--- src/rtl/dsp_ctrl_pkg.sv ---
// Shared definitions for the DSP slice sequencer.
// Contents:
//   state_t             - sequencer FSM states
//   OPM_*               - OPMODE field positions and select codes for the slice
//   opmode_enc()        - assembles an OPMODE word from its fields
//   MAC_OPMODE_DEFAULT  - X=M, Z=P, add, no pre-adder, carry-in 0 (8'h09)
//   PIPE_DEPTH          - valid-pipe depth matching the slice A/B -> M -> P registers
package dsp_ctrl_pkg;

   typedef enum logic [2:0] {
      ST_IDLE  = 3'd0,
      ST_LOAD  = 3'd1,
      ST_FEED  = 3'd2,
      ST_DRAIN = 3'd3,
      ST_DONE  = 3'd4
   } state_t;

   // OPMODE layout: [1:0] X select, [3:2] Z select, then single-bit controls.
   localparam int OPM_X_LSB       = 0;
   localparam int OPM_Z_LSB       = 2;
   localparam int OPM_PREADD_BIT  = 4;
   localparam int OPM_CARRYIN_BIT = 5;
   localparam int OPM_PRESUB_BIT  = 6;
   localparam int OPM_POSTSUB_BIT = 7;

   localparam logic [1:0] OPM_X_M = 2'b01;
   localparam logic [1:0] OPM_Z_P = 2'b10;

   localparam int PIPE_DEPTH = 3;

   function automatic logic [7:0] opmode_enc(
      input logic [1:0] x_sel,
      input logic [1:0] z_sel,
      input logic       pre_en,
      input logic       carry_in,
      input logic       pre_sub,
      input logic       post_sub
   );
      logic [7:0] word;
      word                      = '0;
      word[OPM_X_LSB +: 2]      = x_sel;
      word[OPM_Z_LSB +: 2]      = z_sel;
      word[OPM_PREADD_BIT]      = pre_en;
      word[OPM_CARRYIN_BIT]     = carry_in;
      word[OPM_PRESUB_BIT]      = pre_sub;
      word[OPM_POSTSUB_BIT]     = post_sub;
      return word;
   endfunction

   localparam logic [7:0] MAC_OPMODE_DEFAULT =
      opmode_enc(OPM_X_M, OPM_Z_P, 1'b0, 1'b0, 1'b0, 1'b0);

endpackage

--- src/rtl/dsp_mac_sequencer.sv ---
// Sequences one DSP48A1-style slice as an unsigned multiply-accumulate engine.
// A job of LEN operand pairs is streamed in; the 48-bit accumulated P and a
// sticky overflow flag are returned over a result handshake.
// Ports:
//   CLK, RST_N               - clock (shared with the slice), async active-low reset
//   START, LEN, ABORT, BUSY  - job control
//   OP_A, OP_B, OP_VALID, OP_READY        - operand stream
//   RES_P, RES_OVF, RES_VALID, RES_READY  - result handshake
//   DSP_*                    - slice operand, OPMODE, clock-enable and sync-reset pins
//   DSP_P, DSP_CARRYOUT      - slice outputs
module dsp_mac_sequencer
   import dsp_ctrl_pkg::*;
#(
   parameter int unsigned LEN_W      = 16,
   parameter logic [7:0]  MAC_OPMODE = MAC_OPMODE_DEFAULT
) (
   input  logic             CLK,
   input  logic             RST_N,
   input  logic             START,
   input  logic [LEN_W-1:0] LEN,
   input  logic             ABORT,
   output logic             BUSY,
   input  logic [17:0]      OP_A,
   input  logic [17:0]      OP_B,
   input  logic             OP_VALID,
   output logic             OP_READY,
   output logic [47:0]      RES_P,
   output logic             RES_OVF,
   output logic             RES_VALID,
   input  logic             RES_READY,
   output logic [17:0]      DSP_A,
   output logic [17:0]      DSP_B,
   output logic [7:0]       DSP_OPMODE,
   output logic             DSP_CEOPMODE,
   output logic             DSP_CEA,
   output logic             DSP_CEB,
   output logic             DSP_CEM,
   output logic             DSP_CEP,
   output logic             DSP_CECARRYIN,
   output logic             DSP_RSTAB,
   output logic             DSP_RSTM,
   output logic             DSP_RSTP,
   output logic             DSP_RSTCARRYIN,
   input  logic [47:0]      DSP_P,
   input  logic             DSP_CARRYOUT
);

   state_t                state_reg, state_next;
   logic [LEN_W-1:0]      len_reg, cnt_reg, cnt_plus;
   logic [PIPE_DEPTH-1:0] pipe_reg, pipe_next;
   logic                  ovf_reg;
   logic [47:0]           res_p_reg;
   logic                  res_ovf_reg;
   logic                  srst_pulse_reg;

   logic feed, accept, load_rst, abort_taken, start_job, zero_job, finish;
   logic carry_hit;

   assign cnt_plus  = cnt_reg + 1'b1;
   // CARRYOUT is only meaningful in the cycle after P absorbed a product.
   assign carry_hit = pipe_reg[PIPE_DEPTH-1] & DSP_CARRYOUT;

   always_ff @(posedge CLK or negedge RST_N) begin
      if (!RST_N) state_reg <= ST_IDLE;
      else        state_reg <= state_next;
   end

   always_comb begin
      state_next  = state_reg;
      feed        = 1'b0;
      accept      = 1'b0;
      load_rst    = 1'b0;
      abort_taken = 1'b0;
      start_job   = 1'b0;
      zero_job    = 1'b0;
      finish      = 1'b0;
      case (state_reg)
         ST_IDLE: begin
            if (START) begin
               if (LEN != '0) begin
                  start_job  = 1'b1;
                  state_next = ST_LOAD;
               end else begin
                  zero_job   = 1'b1;
                  state_next = ST_DONE;
               end
            end
         end
         ST_LOAD: begin
            // Clear M/P/carry and load OPMODE before the first beat arrives.
            load_rst = 1'b1;
            if (ABORT) begin
               abort_taken = 1'b1;
               state_next  = ST_IDLE;
            end else begin
               state_next = ST_FEED;
            end
         end
         ST_FEED: begin
            feed   = 1'b1;
            accept = OP_VALID;
            if (ABORT) begin
               abort_taken = 1'b1;
               state_next  = ST_IDLE;
            end else if (accept && (cnt_plus == len_reg)) begin
               state_next = ST_DRAIN;
            end
         end
         ST_DRAIN: begin
            if (ABORT) begin
               abort_taken = 1'b1;
               state_next  = ST_IDLE;
            end else if (pipe_reg[PIPE_DEPTH-2:0] == '0) begin
               // Last stage is being consumed now, so DSP_P is final.
               finish     = 1'b1;
               state_next = ST_DONE;
            end
         end
         ST_DONE: begin
            if (RES_READY) state_next = ST_IDLE;
         end
         default: state_next = ST_IDLE;
      endcase
   end

   // Valid pipe mirrors the slice registers: s1 = A/B loaded, s2 = M loaded,
   // s3 = P loaded. Abort empties it so no stale product reaches P.
   genvar gi;
   generate
      for (gi = 0; gi < PIPE_DEPTH; gi++) begin : g_pipe
         if (gi == 0) begin : g_head
            assign pipe_next[gi] = accept & ~abort_taken;
         end else begin : g_tail
            assign pipe_next[gi] = pipe_reg[gi-1] & ~abort_taken;
         end
      end
   endgenerate

   always_ff @(posedge CLK or negedge RST_N) begin
      if (!RST_N) begin
         len_reg        <= '0;
         cnt_reg        <= '0;
         pipe_reg       <= '0;
         ovf_reg        <= 1'b0;
         res_p_reg      <= '0;
         res_ovf_reg    <= 1'b0;
         // Held high through reset so the slice is cleared on the first edge after release.
         srst_pulse_reg <= 1'b1;
      end else begin
         pipe_reg       <= pipe_next;
         srst_pulse_reg <= abort_taken;
         if (start_job) begin
            len_reg <= LEN;
            cnt_reg <= '0;
            ovf_reg <= 1'b0;
         end else begin
            if (accept)    cnt_reg <= cnt_plus;
            if (carry_hit) ovf_reg <= 1'b1;
         end
         if (zero_job) begin
            res_p_reg   <= '0;
            res_ovf_reg <= 1'b0;
         end else if (finish) begin
            res_p_reg   <= DSP_P;
            res_ovf_reg <= ovf_reg | carry_hit;
         end
      end
   end

   assign BUSY           = (state_reg != ST_IDLE);
   assign OP_READY       = feed;
   assign RES_VALID      = (state_reg == ST_DONE);
   assign RES_P          = res_p_reg;
   assign RES_OVF        = res_ovf_reg;

   assign DSP_A          = feed ? OP_A : '0;
   assign DSP_B          = feed ? OP_B : '0;
   assign DSP_CEA        = accept;
   assign DSP_CEB        = accept;
   assign DSP_CEM        = pipe_reg[0];
   assign DSP_CEP        = pipe_reg[1];
   assign DSP_CECARRYIN  = pipe_reg[1];
   assign DSP_OPMODE     = load_rst ? MAC_OPMODE : 8'h00;
   assign DSP_CEOPMODE   = load_rst;
   assign DSP_RSTAB      = srst_pulse_reg;
   assign DSP_RSTM       = srst_pulse_reg | load_rst;
   assign DSP_RSTP       = srst_pulse_reg | load_rst;
   assign DSP_RSTCARRYIN = srst_pulse_reg | load_rst;

endmodule

--- config.mk ---
export PLATFORM = sky130hd
export DESIGN_NAME = dsp_mac_sequencer
export DESIGN_NICKNAME = d
export VERILOG_FILES = /design/src/rtl/dsp_ctrl_pkg.sv /design/src/rtl/dsp_mac_sequencer.sv
export SDC_FILE = /design/constraint.sdc
export NUM_CORES = 1
export LEC_CHECK = 0
export ABC_CLOCK_PERIOD_IN_PS = 2670
export CAP_MARGIN = 0
export CELL_PAD_IN_SITES_DETAIL_PLACEMENT = 0
export CELL_PAD_IN_SITES_GLOBAL_PLACEMENT = 1
export CORE_MARGIN = 2
export CORE_UTILIZATION = 30
export CTS_CLUSTER_DIAMETER = 100
export DETAILED_ROUTE_END_ITERATION = 8
export PLACE_DENSITY_LB_ADDON = 0.3
export SYNTH_ARGS = -nofsm -noshare
export SYNTH_HDL_FRONTEND = slang
export SYNTH_SLANG_ARGS = --single-unit
--- constraint.sdc ---
create_clock -name CLK -period 2.67 [get_ports CLK]
set_input_delay 0.6675 -clock CLK [delete_from_list [all_inputs] [get_ports CLK]]
set_output_delay 0.6675 -clock CLK [all_outputs]
set_load 0.1 [all_outputs]
==> metrics.md, run 1 <==
| Metric | Value |
|---|---|
| Result of the run | complete, no violations |
| Slowest stage cell on the critical path | clkdlybuf4s50_1 |
| Dpl ws | -42.8 ps |
| Count of placed standard cells including taps | 860 |
| Net count, final | 791 |
| Port buffer count | 206 |
| Pin slew with the least headroom to its limit | 660 ps |
| Ys flop type | dfrtp_1 |
| Count of state elements after synthesis | 89 |
| Antenna violations before repair | 0 |
| Maximum ir drop on the vdd rail | 1000 µV |
| Area added between synthesis and finish | 64.4% |
| Power per unit of standard cell area | 1420 nW/µm² |
| Chip width | 128 µm |
| Critical path capture point type | output pin |
| Worst skew pair latency | 340 ps |
| Sequential cell area fraction in the yosys report | 48.6% |
| Total via count in the routed design | 4,109 |
| CTS Root Buffer Type | clkbuf_16 |
| Number of levels the H-tree was split into | 3 |
| Critical path required time | 2000 ps |
| CP Class | in -> out |
| GP Congestion | 0.790 |
| Final count of negative-setup-slack endpoints | 0 |
| DRT iter0 DRCs | 165 |
| Via count of the first global-routing pass | 4,094 |
| Worst-case clock skew | 3.98 ps |
| Detailed-route wire length | 13,600 µm |
| Most frequent cells in the layout | nand2_1, clkdlybuf4s50_1, dfrtp_1 |
| Biggest cell delay along the critical path | 500 ps |
| Hpwl dp | 10,300 µm |
| Setup bufs post-CTS | 0 |
| Max Cap Violations | 0 |
| Worst setup margin | 131 ps |
| ANT nets after route | 0 |
| First-pass GRT wire length | 21,500 µm |
| Die Height | 128 µm |
| Unrepaired setup endpoints after global routing | false |
| Worst hold-check path type | in -> async |
| Max Transition Viols Final | 0 |
| Number of remaining DRC errors | 0 |
| Resized Gates After CTS | 0 |
| Final min period | 2540 ps |
| Cells along the critical path | clkdlybuf4s50_1, nand4bb_1, inv_1, buf_12 |
| Global-route usage over all layers | 16.7% |
| Achievable frequency | 394 MHz |
| Worst setup SP type | input pin |
| Number of flip-flops under the largest register name | 48 |
| Total overflow reported by the global router | 0 |
| Number of search-and-repair iterations in the first detailed-routing pass | 4 |
| Number of rows in the core area | 45 |
| Average footprint of a synthesized cell | 9.39 µm² |
| Floorplan Core Area | 15,000 µm² |
| Full die area | 16,300 µm² |
| Most common library cell in the layout ignoring fill and taps | nand2_1 |
| Ports | 213 |
| Worst Hold Margin | 352 ps |
| Setup Total Neg Slack | 0 ps |
| Ratio of final minimum period to clock period | 95.1% |
| Endpoints failing hold | 0 |
| Synth cell types | 53 |
| Starting Density | 30.5% |
| Synth Warn # | 0 |
| Average wire length per cell after detail routing | 15.5 µm |
| Clock tree from TritonCTS | yes |
| Diode insertion count for antenna repair | 0 |
| Worst Path Arrival | 1870 ps |
| Share of cells above drive strength 1 | 27.8% |
| Leakage power of the design | 3.31 nW |
| Crit path max fanout | 4 |
| Number of synthesized flops with an enable pin | 0 |
| Async SR Flop Fraction | 100% |
| Largest net degree at the start of global routing | 49 |
| Max-slew headroom | 56.0% |
| Non-filler cells in the finished layout | 876 |
| Via density | 4.69 |
| Cts hold-fix bufs | 0 |
| End-of-flow core utilization | 50.1% |
| Clk buf depth | 2 |
| Clock-pin slew reported for the worst setup and hold paths after clock tree synthesis | 70 ps |
| Clock sink count | 89 |
| Cells after synthesis | 488 |
| Post-Synthesis Cell Area | 4580 µm² |
| Clock buffers created by TritonCTS | 9 |
worst max-delay path: cells and delay by family:
| kind | cells | cell delay, ps |
|---|---|---|
| AND/OR/NAND/NOR | 1 | 210 |
| buffers and inverters | 3 | 990 |
layout make-up:
type                       instances  area (µm²)
clock buffer                      10         239
clock inverter                     6        66.3
fill                            1362        7500
inverter                           5        18.8
multi-input combinational        356        2160
sequential                        89        2230
tap                              188         235
timing repair buffer             222        2580
layer usage:
metal	global-route usage (%)	wire length (µm)
met5	0	0
met4	4.65	120
met3	5.44	1220
met2	27.8	6450
met1	20.9	5820
final timing paths:
check | end | from | slack (ps) | cells past startpoint
max in group asynchronous | RES_P[31] | RST_N | 1630 | 2
min in group CLK | RES_P[44] | RES_P[44] | 520 | 2
setup / recovery | DSP_CEA | OP_VALID | 130 | 4
hold / removal | RES_P[17] | RST_N | 350 | 1
setup reg to reg | state_reg[0] | cnt_reg[0] | 440 | 7
hold reg to reg | RES_P[44] | RES_P[44] | 520 | 2
synth_stat cells (2+ instances only):
cell type | count | area (µm²)
nor3b_1 | 2 | 15.0
inv_1 | 5 | 18.8
xor2_1 | 13 | 114
mux2i_1 | 2 | 20.0
and2_1 | 37 | 231
mux2_4 | 11 | 165
nor2_1 | 28 | 105
buf_6 | 4 | 45.0
and2_2 | 2 | 15.0
nor2_2 | 2 | 12.5
nor3_1 | 5 | 25.0
nand3_1 | 9 | 45.0
nand2b_1 | 4 | 25.0
buf_2 | 6 | 30.0
a21oi_1 | 51 | 255
or2_2 | 2 | 12.5
o21ai_0 | 3 | 15.0
buf_4 | 14 | 105
nor4_1 | 5 | 31.3
clkbuf_1 | 18 | 67.6
nand4_1 | 7 | 43.8
and3_1 | 4 | 25.0
nand2_1 | 110 | 413
dfrtp_1 | 88 | 2200
nor2b_1 | 2 | 12.5
xnor2_1 | 22 | 193
mux2_1 | 5 | 56.3
o22ai_1 | 2 | 12.5
power breakdown:
part	internal (mW)	leakage [nW]	switching (mW)	total [mW]
clock	0.754	0.153	0.543	1.30
sequential	1.85	1.13	0.364	2.21
combinational	2.09	2.02	5.06	7.15
total	4.70	3.31	5.96	10.7
logic make-up (layout without fill, tap and decap cells):
group	Yosys count	in the layout	synth area share, %
simple gates	231	231	24.9
flops	89	89	48.6
compound gates	64	64	7.95
buf+inv	48	243	5.90
xor+xnor	35	35	6.69
mux	19	19	5.52
fa+ha+maj	1	1	0.273
other cells	1	6	0.0819
metrics by stage:
| stage | power [mW] | instance area (µm²) |
|---|---|---|
| 3_3_place_gp | 9.35 | 7230 |
| 6_report | 10.7 | 7530 |
| 2_1_floorplan | 7.52 | 4670 |
| 4_1_cts | 10.7 | 7530 |
| 3_5_place_dp | 9.42 | 7230 |
| 5_1_grt | 11.1 | 7530 |
Note: power is estimated with default switching activity, not from simulation.
==> run 2, diff against run 1 <==
- CELL_PAD_IN_SITES_DETAIL_PLACEMENT: 0 -> default
- CELL_PAD_IN_SITES_GLOBAL_PLACEMENT: 1 -> default
- CORE_UTILIZATION: 30 -> 42
==> run 2 against run 1 <==
Net effect:
- clock-buffer cell count rose by 1
- non-clock buffer count is 1 higher
- worst hold slack worse by 120 ps
- power down 3.6%
- sequential cell count unchanged
- clock skew is 9.8 ps higher
- sequential share of layout area up 0.67 points
- critical path depth unchanged
- combinational power up 0.8%
- die area decreased by 28%
- maximum frequency decreased by 1.6%
- wire length decreased by 2.5%
- critical endpoint is now DSP_CEB
- largest cell class unchanged
- largest power group unchanged
==> metrics.md, run 2 (synthesis gave the netlist of run 1 again) <==
| Metric | Value |
|---|---|
| Clock tree from TritonCTS | yes (unchanged) |
| Starting Density | 42.6% (was 30.5%) |
| CP Class | in -> out (unchanged) |
| Number of rows in the core area | 38 (was 45) |
| Leakage power of the design | 3.25 nW (was 3.31 nW) |
| Count of placed standard cells including taps | 813 (was 860) |
| Unrepaired setup endpoints after global routing | false (unchanged) |
| First-pass GRT wire length | 20,500 µm (was 21,500 µm) |
| Die Height | 108 µm (was 128 µm) |
| Number of search-and-repair iterations in the first detailed-routing pass | 4 (unchanged) |
| Critical path required time | 2000 ps (about the same) |
| Worst reg2reg path endpoint | state_reg[0] (unchanged) |
| Total overflow reported by the global router | 0 (unchanged) |
| Combinational fraction of design power | 70.2% (was 67.0%) |
| Reg-to-reg slack, setup | 460 ps (was 440 ps) |
| Area added between synthesis and finish | 60.9% (was 64.4%) |
| End of the critical path | DSP_CEB (was DSP_CEA) |
| Post-route cell area | 7370 µm² (was 7530 µm²) |
| Average wire length per cell after detail routing | 16.0 µm (was 15.5 µm) |
| Number of remaining DRC errors | 0 (unchanged) |
| Endpoints failing hold | 0 (unchanged) |
| Most common library cell in the layout ignoring fill and taps | nand2_1 (unchanged) |
| Via count of the first global-routing pass | 4,053 (was 4,094) |
| Hpwl dp | 10,300 µm (about the same) |
| Total chip power | 10.3 mW (was 10.7 mW) |
| DRT iter0 DRCs | 225 (was 165) |
| Clock-pin slew reported for the worst setup and hold paths after clock tree synthesis | 90 ps (was 70 ps) |
| ANT nets after route | 0 (unchanged) |
| Ports | 213 (unchanged) |
| Pin slew with the least headroom to its limit | 553 ps (was 660 ps) |
| Max-slew headroom | 62.9% (was 56.0%) |
| Maximum ir drop on the vdd rail | 1040 µV (was 1000 µV) |
| Non-filler cells in the finished layout | 829 (was 876) |
| Flop pwr share | 21.4% (was 20.8%) |
| Internal cell power | 4.32 mW (was 4.70 mW) |
| Met2 track demand over resource | 40.5% (was 27.8%) |
| Cell depth of the worst flop-to-flop path | 7 (unchanged) |
| Critical R2R Launch | cnt_reg[0] (unchanged) |
| Clk buf depth | 2 (unchanged) |
| Chip width | 108 µm (was 128 µm) |
| GP Congestion | 0.847 (was 0.790) |
| Clock buffers created by TritonCTS | 9 (unchanged) |
| P_sw | 5.95 mW (was 5.96 mW) |
| Critical path capture point type | output pin (unchanged) |
| Met1 track utilization from global routing | 25.2% (was 20.9%) |
| Clock sink count | 89 (unchanged) |
| Floorplan Core Area | 10,700 µm² (was 15,000 µm²) |
| Share of cells above drive strength 1 | 28.0% (was 27.8%) |
| Biggest cell delay along the critical path | 510 ps (was 500 ps) |
| Total via count in the routed design | 4,074 (was 4,109) |
| Port buffer count | 206 (unchanged) |
| Global-route usage over all layers | 22.5% (was 16.7%) |
| Worst Hold Margin | 227 ps (was 352 ps) |
| Result of the run | complete, no violations (unchanged) |
| Worst setup SP type | input pin (unchanged) |
| Max Cap Violations | 0 (unchanged) |
| Number of levels the H-tree was split into | 3 (unchanged) |
| Number of flip-flops under the largest register name | 48 (unchanged) |
| Worst skew pair latency | 360 ps (was 340 ps) |
| Cells along the critical path | clkdlybuf4s50_1, nand4bb_1, inv_1, buf_12 (unchanged) |
| Via density | 4.91 (was 4.69) |
| Worst setup startpoint | OP_VALID (unchanged) |
| Portion of total power attributed to the clock network | 8.4% (was 12.2%) |
| Final min period | 2580 ps (was 2540 ps) |
| Slowest stage cell on the critical path | clkdlybuf4s50_1 (unchanged) |
| Net count, final | 792 (was 791) |
| Placed Instance Area | 7190 µm² (was 7230 µm²) |
| Worst hold-check path type | in -> async (unchanged) |
| Switching Share | 57.9% (was 55.9%) |
| Full die area | 11,800 µm² (was 16,300 µm²) |
| Cts hold-fix bufs | 0 (unchanged) |
| Worst-case clock skew | 13.8 ps (was 3.98 ps) |
| Met3 GRT Util | 6.57% (was 5.44%) |
| Power per unit of standard cell area | 1390 nW/µm² (was 1420 nW/µm²) |
| End-of-flow core utilization | 68.6% (was 50.1%) |
| Antenna violations before repair | 0 (unchanged) |
| Largest delay contributor family on the critical path | buffers and inverters (unchanged) |
| Crit path max fanout | 4 (unchanged) |
| Ratio of final minimum period to clock period | 96.6% (was 95.1%) |
| Most Crowded Layer GR | met2 (unchanged) |
| Max Transition Viols Final | 0 (unchanged) |
| Diode insertion count for antenna repair | 0 (unchanged) |
| Worst Path Arrival | 1910 ps (was 1870 ps) |
| Largest net degree at the start of global routing | 63 (was 49) |
| Final count of negative-setup-slack endpoints | 0 (unchanged) |
| Number of buffer and inverter stages on the critical path | 3 (unchanged) |
| Detailed-route wire length | 13,300 µm (was 13,600 µm) |
| Achievable frequency | 388 MHz (was 394 MHz) |
| CTS Root Buffer Type | clkbuf_8 (was clkbuf_16) |
| Instance count on the critical path | 4 (unchanged) |
| Most frequent cells in the layout | nand2_1, clkdlybuf4s50_1, dfrtp_1 (unchanged) |
[run 2: changes by cell type in the layout (fill, tap and decap cells not counted), sizes merged]
| cell | before | now |
|---|---|---|
| clkinv | 4 | 1 |
| clkbuf | 10 | 11 |
| clkinvlp | 0 | 2 |
| bufinv | 1 | 0 |
| inv | 6 | 7 |
| buf | 117 | 118 |
[run 2: what timing repair did]
action                                  4_1_cts  5_1_grt
setup buffers                                 0        0
gates resized for setup                       0        1
endpoints found under the setup margin        0        1
hold endpoints to repair                      0        0
[run 2: worst min-delay path by stage]
stage                 start          to  slack, ps
floorplan             RST_N     RES_OVF        370
global placement    ovf_reg     ovf_reg        470
detailed placement  ovf_reg     ovf_reg        490
CTS                   RST_N  cnt_reg[8]        210
global route          RST_N  cnt_reg[8]        230
finish                RST_N  cnt_reg[8]        230
[run 2: area by class of cell]
cell class                 count  area (µm²)
clock buffer                  11         141
fill                         842        3380
tap                          140         175
sequential                    89        2230
inverter                       5        18.8
multi-input combinational    356        2170
timing repair buffer         223        2600
clock inverter                 5        37.5
[run 2: per-layer routing]
| metal | routed length [µm] | part of all wire, % | vias up |
|---|---|---|---|
| met3 | 1190 | 9.0 | 15 |
| met2 | 6960 | 52 | 155 |
| met4 | 187 | 1.4 | 0 |
| met5 | 0 | 0 | - |
| li1 | - | - | 1972 |
| met1 | 4920 | 37 | 1932 |
[run 2: worst reg2reg max path, stage by stage, from the launching register on]
cell and delay [ps]:
dfrtp_1 450, ha_1 300, nand3_1 230, or4b_1 540
o211ai_1 100, a32oi_1 90, nor4_2 280, a211o_1 160
[run 2: through the flow]
step	setup slack, ps	TNS, ps
floorplan	-163	-268
global route	17.8	0
detailed placement	-56.3	-386
CTS	87.3	0
finish	90.4	0
global placement	13.5	0
[run 2: power by group through the flow]
stage	logic, mW	clock network [mW]	registers [mW]
2_1_floorplan	2.90	0	4.62
3_3_place_gp	7.15	0	2.19
3_5_place_dp	7.24	0	2.22
4_1_cts	7.25	0.879	2.20
5_1_grt	7.47	0.942	2.26
6_report	7.21	0.863	2.20
==> run 3, diff against run 2 <==
- SLEW_MARGIN: default -> 10
==> results of run 3 <==
The final DEF is identical to that of run 2; final timing and power are the same.
